`config.mk`:
```
export PLATFORM = sky130hd
export DESIGN_NAME = if_stage
export DESIGN_NICKNAME = d
export VERILOG_FILES = /design/src/rtl/if_stage.sv
export SDC_FILE = /design/constraint.sdc
export NUM_CORES = 1
export LEC_CHECK = 0
export CAP_MARGIN = 20
export CORE_UTILIZATION = 59
export DETAILED_ROUTE_END_ITERATION = 10
export DONT_BUFFER_PORTS = 1
export PLACE_DENSITY = 0.81
export SLEW_MARGIN = 25
export SYNTH_ARGS = -nofsm -noshare
export SYNTH_HDL_FRONTEND = slang
export SYNTH_SLANG_ARGS = --single-unit
```
`constraint.sdc`:
```
create_clock -name clk -period 2.8 [get_ports clk]
set_input_delay 0.56 -clock clk [delete_from_list [all_inputs] [get_ports clk]]
set_output_delay 0.56 -clock clk [all_outputs]
set_load 0.01 [all_outputs]
```
`src/rtl/if_stage.sv`:
```
// ============================================================================
// Module   : if_stage
// Brief    : Instruction fetch stage: PC, single-outstanding imem fetch,
//            IF/ID register with 1-entry skid buffer, stall and redirect.
// Revision : 1.0
// ============================================================================
`default_nettype none

module if_stage #(
  parameter logic [31:0] RESET_PC = 32'h0000_0000,
  parameter logic [31:0] NOP_INS  = 32'h0000_0013
) (
  input  logic        clk,
  input  logic        rst,
  output logic        imem_req_o,
  output logic [31:0] imem_addr_o,
  input  logic        imem_ready_i,
  input  logic        imem_rvalid_i,
  input  logic [31:0] imem_rdata_i,
  input  logic        stall_i,
  input  logic        redirect_i,
  input  logic [31:0] redirect_pc_i,
  output logic [31:0] ins_o,
  output logic [31:0] pc_o,
  output logic        ins_valid_o
);

  typedef enum logic [2:0] {
    S_IDLE = 3'd0,
    S_REQ  = 3'd1,
    S_WAIT = 3'd2,
    S_HOLD = 3'd3,
    S_DROP = 3'd4
  } state_t;

  state_t      state;
  state_t      state_nxt;
  logic [31:0] pc;
  logic        ifid_valid;
  logic [31:0] ifid_ins;
  logic [31:0] ifid_pc;
  logic        skid_valid;
  logic [31:0] skid_ins;
  logic [31:0] skid_pc;

  logic        can_load;
  logic        room;
  logic        accept;
  logic        deliver;
  logic [31:0] resp_pc;

  assign can_load = !ifid_valid || !stall_i;
  assign room     = !skid_valid && can_load;
  assign accept   = (state == S_REQ) && imem_ready_i;
  assign deliver  = (state == S_WAIT) && imem_rvalid_i;
  // pc was bumped on acceptance and cannot move again until the word returns.
  assign resp_pc  = pc - 32'd4;

  always_comb begin
    state_nxt = state;
    case (state)
      S_IDLE:  state_nxt = S_REQ;
      S_REQ:   if (imem_ready_i) state_nxt = S_WAIT;
      S_WAIT:  if (imem_rvalid_i) state_nxt = (skid_valid || !can_load) ? S_HOLD : S_REQ;
      S_HOLD:  if (room) state_nxt = S_REQ;
      S_DROP:  if (imem_rvalid_i) state_nxt = S_REQ;
      default: state_nxt = S_IDLE;
    endcase
    // A request accepted on the redirect edge still owes a response, so it must be dropped too.
    if (redirect_i) begin
      if ((state == S_WAIT || state == S_DROP) && !imem_rvalid_i) state_nxt = S_DROP;
      else if (accept)                                             state_nxt = S_DROP;
      else                                                         state_nxt = S_REQ;
    end
  end

  always_ff @(posedge clk or negedge rst) begin
    if (!rst) begin
      state      <= S_IDLE;
      pc         <= RESET_PC;
      ifid_valid <= 1'b0;
      ifid_ins   <= NOP_INS;
      ifid_pc    <= 32'd0;
      skid_valid <= 1'b0;
      skid_ins   <= NOP_INS;
      skid_pc    <= 32'd0;
    end else begin
      state <= state_nxt;
      if (redirect_i) begin
        pc         <= {redirect_pc_i[31:2], 2'b00};
        ifid_valid <= 1'b0;
        ifid_ins   <= NOP_INS;
        skid_valid <= 1'b0;
      end else begin
        if (accept) pc <= pc + 32'd4;
        if (can_load) begin
          if (skid_valid) begin
            ifid_valid <= 1'b1;
            ifid_ins   <= skid_ins;
            ifid_pc    <= skid_pc;
            skid_valid <= deliver;
            if (deliver) begin
              skid_ins <= imem_rdata_i;
              skid_pc  <= resp_pc;
            end
          end else if (deliver) begin
            ifid_valid <= 1'b1;
            ifid_ins   <= imem_rdata_i;
            ifid_pc    <= resp_pc;
          end else begin
            ifid_valid <= 1'b0;
            ifid_ins   <= NOP_INS;
          end
        end else if (deliver) begin
          skid_valid <= 1'b1;
          skid_ins   <= imem_rdata_i;
          skid_pc    <= resp_pc;
        end
      end
    end
  end

  assign imem_req_o  = (state == S_REQ);
  assign imem_addr_o = pc;
  assign ins_o       = ifid_ins;
  assign pc_o        = ifid_pc;
  assign ins_valid_o = ifid_valid;

endmodule

`default_nettype wire
```
==> flow_summary.ini <==
[status]
status = complete, but fails checks
violations = negative hold slack

[sta]
finalCritPeriodShare = 0.8937
setup_slack_ns = 0.2976
fmaxAchievable_mhz = 399.6
slew_headroom = 0.3187
tns_ns = 0
fin_crit_ns = 2.502
rsz0062_at_grt = false
finalHoldViolCount = 153
setup_viol = 0
maxSlewViolCount = 0
tightestPinTransition_ns = 1.022
whs_ns = -0.1635
clock_skew_ns = 0.006737

[logic_synthesis]
synth_common_cells = nand2_1, dfrtp_1, o21ai_0
synthTopCellsByArea = dfrtp_1, nand2_1, o21ai_0
synthCells = 852
ys.flop_type = dfrtp_1
yosysUniqueCellTypes = 59
yosysTopAreaCellShare = 0.4976
synth-edff-count = 0
syn_area_mm2 = 0.007694
avgSynthCellArea_um2 = 9.030
yosys_warnings = 0
ys_seq_elements = 159
synthArstFlopShare = 1.000
synth_top_area_cell = dfrtp_1
synth_seq_area_share = 0.5181
yosysMostFrequentCell = nand2_1

[cells_and_area]
fill_cells = 996
utilization = 0.6679
antenna_cells = 0
seq_area_mm2 = 0.003988
drive_above_1_share = 0.09275
nNetsFinal = 900
multiInputGateArea_mm2 = 0.003401
syn2layout_area_growth_pct = 10.00

[clock_tree]
cts_buffers = 17
clock_path_buffers = 2
cts_tree = done
clock-sinks = 159
clk_pin_slew_ns = 0.06
cts_resized = 0
h-tree-depth = 4
clk_latency_ns = 0.42
post_cts_buffers = 0
clockRootBuffer = clkbuf_16

[drt]
ant_nets = 0
wire_per_inst_um = 18.15
wl_um = 18390
drc_errors = 0
via_count = 6130
vias_per_cell = 6.051
first_pass_iters = 5
drt_first_iter_violations = 650

[place]
post-place-ws_ns = 0.3570
hpwlAfterDp_um = 12480
portBuffers = 0
gp_congestion = 0.8529

[critical_path]
crit_chain = inv_1 > ha_1 > or3b_2 > nor2_1 > a31oi_1 > o31ai_1 > o21ai_1
critical_path_arrival_ns = 2.77
crit_slowest_cell = or3b_2
critical_path_class = reg -> reg
crit_path_max_incr_delay_ns = 0.52
crit_buf_inv = 1
path_delay_family = simple AND/OR/NAND/NOR gates
cp.required_ns = 3.07
end_kind = flop
path_max_fanout = 7
startpoint_type = flop

[floorplan]
core_mm2 = 0.01267
die_h_um = 116.2
die_w_um = 116.2
start_util = 0.6072
rows = 41
io_pins = 168
dieArea_mm2 = 0.01350

[global_routing]
grt_overflow = 0
grt_max_degree = 160
grt_pass1_vias = 5928
grtUsageTotal = 0.2832
grt_pass1_wl_um = 29260
antenna_found_initial = 0

[run]
maxCapViolations = 0

[power_and_ir_drop]
powerDensity_mw_per_mm2 = 740.2
cellLeakagePower_uw = 0.003686
ir_drop_uv = 390.8

[hold_path]
hold_class = in -> async
[routing by layer]
layer | GRT usage | vias to the layer above | part of all wire
met1 | 0.3349 | 2986 | 0.40
met2 | 0.4690 | 232 | 0.49
met5 | 0 | - | 0
met4 | 0.1248 | 0 | 0.022
met3 | 0.09756 | 33 | 0.087
li1 | - | 2879 | -
[state kept, by name (all words and copies together) (netlist names)]
signal       flops
skid_ins        32
imem_addr_o     30
ins_valid_o      1
skid_valid       1
skid_pc         30
pc_o            30
ins_o           32
state            3
[metrics by stage]
stage               cells  instance area [um^2]  total power, uW
floorplan             855                  7705             3577
global placement      981                  7840             3788
detailed placement    981                  7845             3847
CTS                  1013                  8463             6305
global route         1013                  8463             6564
finish               1013                  8463             6264
[kinds of logic after synthesis]
group,share of synthesized area
compound gates,0.1482
xor+xnor,0.05692
fa+ha+maj,0.003252
buf+inv,0.04342
flops,0.5181
mux,0.02098
other cells,0.0004874
simple gates,0.2087
[cell type report]
type | instances | area share
clock buffers | 25 | 0.05381
clock inverters | 7 | 0.01922
inverters | 11 | 0.004879
multi-input cells | 614 | 0.4018
flip-flops and latches | 159 | 0.4712
well taps | 172 | 0.02543
repair buffers | 25 | 0.02365
[placed cells by master (no fill, tap or decap), types with 3 or more instances in the layout]
master,synthesis,layout
xor2_1,20,20
nor4_1,16,16
clkbuf_16,0,17
nand2b_1,3,3
a22oi_1,38,38
conb_1,1,4
bufinv_16,0,5
nor2b_1,4,4
nor3_1,15,14
nand4_1,15,15
or3_1,4,3
o21ai_1,23,23
dfstp_2,6,6
inv_1,11,11
a31oi_1,6,6
nand3_1,11,11
buf_4,4,24
dfrtp_1,153,152
mux2i_1,6,6
clkbuf_1,60,8
a21oi_1,21,21
nor2_1,32,30
mux2_2,9,9
and3_1,8,8
and4_1,6,6
nand2_1,213,213
xnor2_1,30,30
o21ai_0,93,93
[worst paths after layout]
kind,start,endpoint,slack [ns],cells after the start
worst max-delay path,imem_addr_o[3],pc_o[24],0.30,7
worst max register to register,imem_addr_o[3],pc_o[24],0.30,7
worst min register to register,skid_ins[4],skid_ins[4],0.46,2
min in group clk,imem_rdata_i[1],skid_ins[1],0.22,2
worst min-delay path,rst,ins_o[26],-0.16,0
max in group asynchronous,rst,skid_ins[1],2.74,0
[where the power goes]
group          internal, uW  switching, uW  total (uW)  leakage, uW
registers              2590            452        3050      0.00211
logic                   351            410         761      0.00129
clock network          1580            876        2460     0.000294
(Power assumes the default switching activity.)
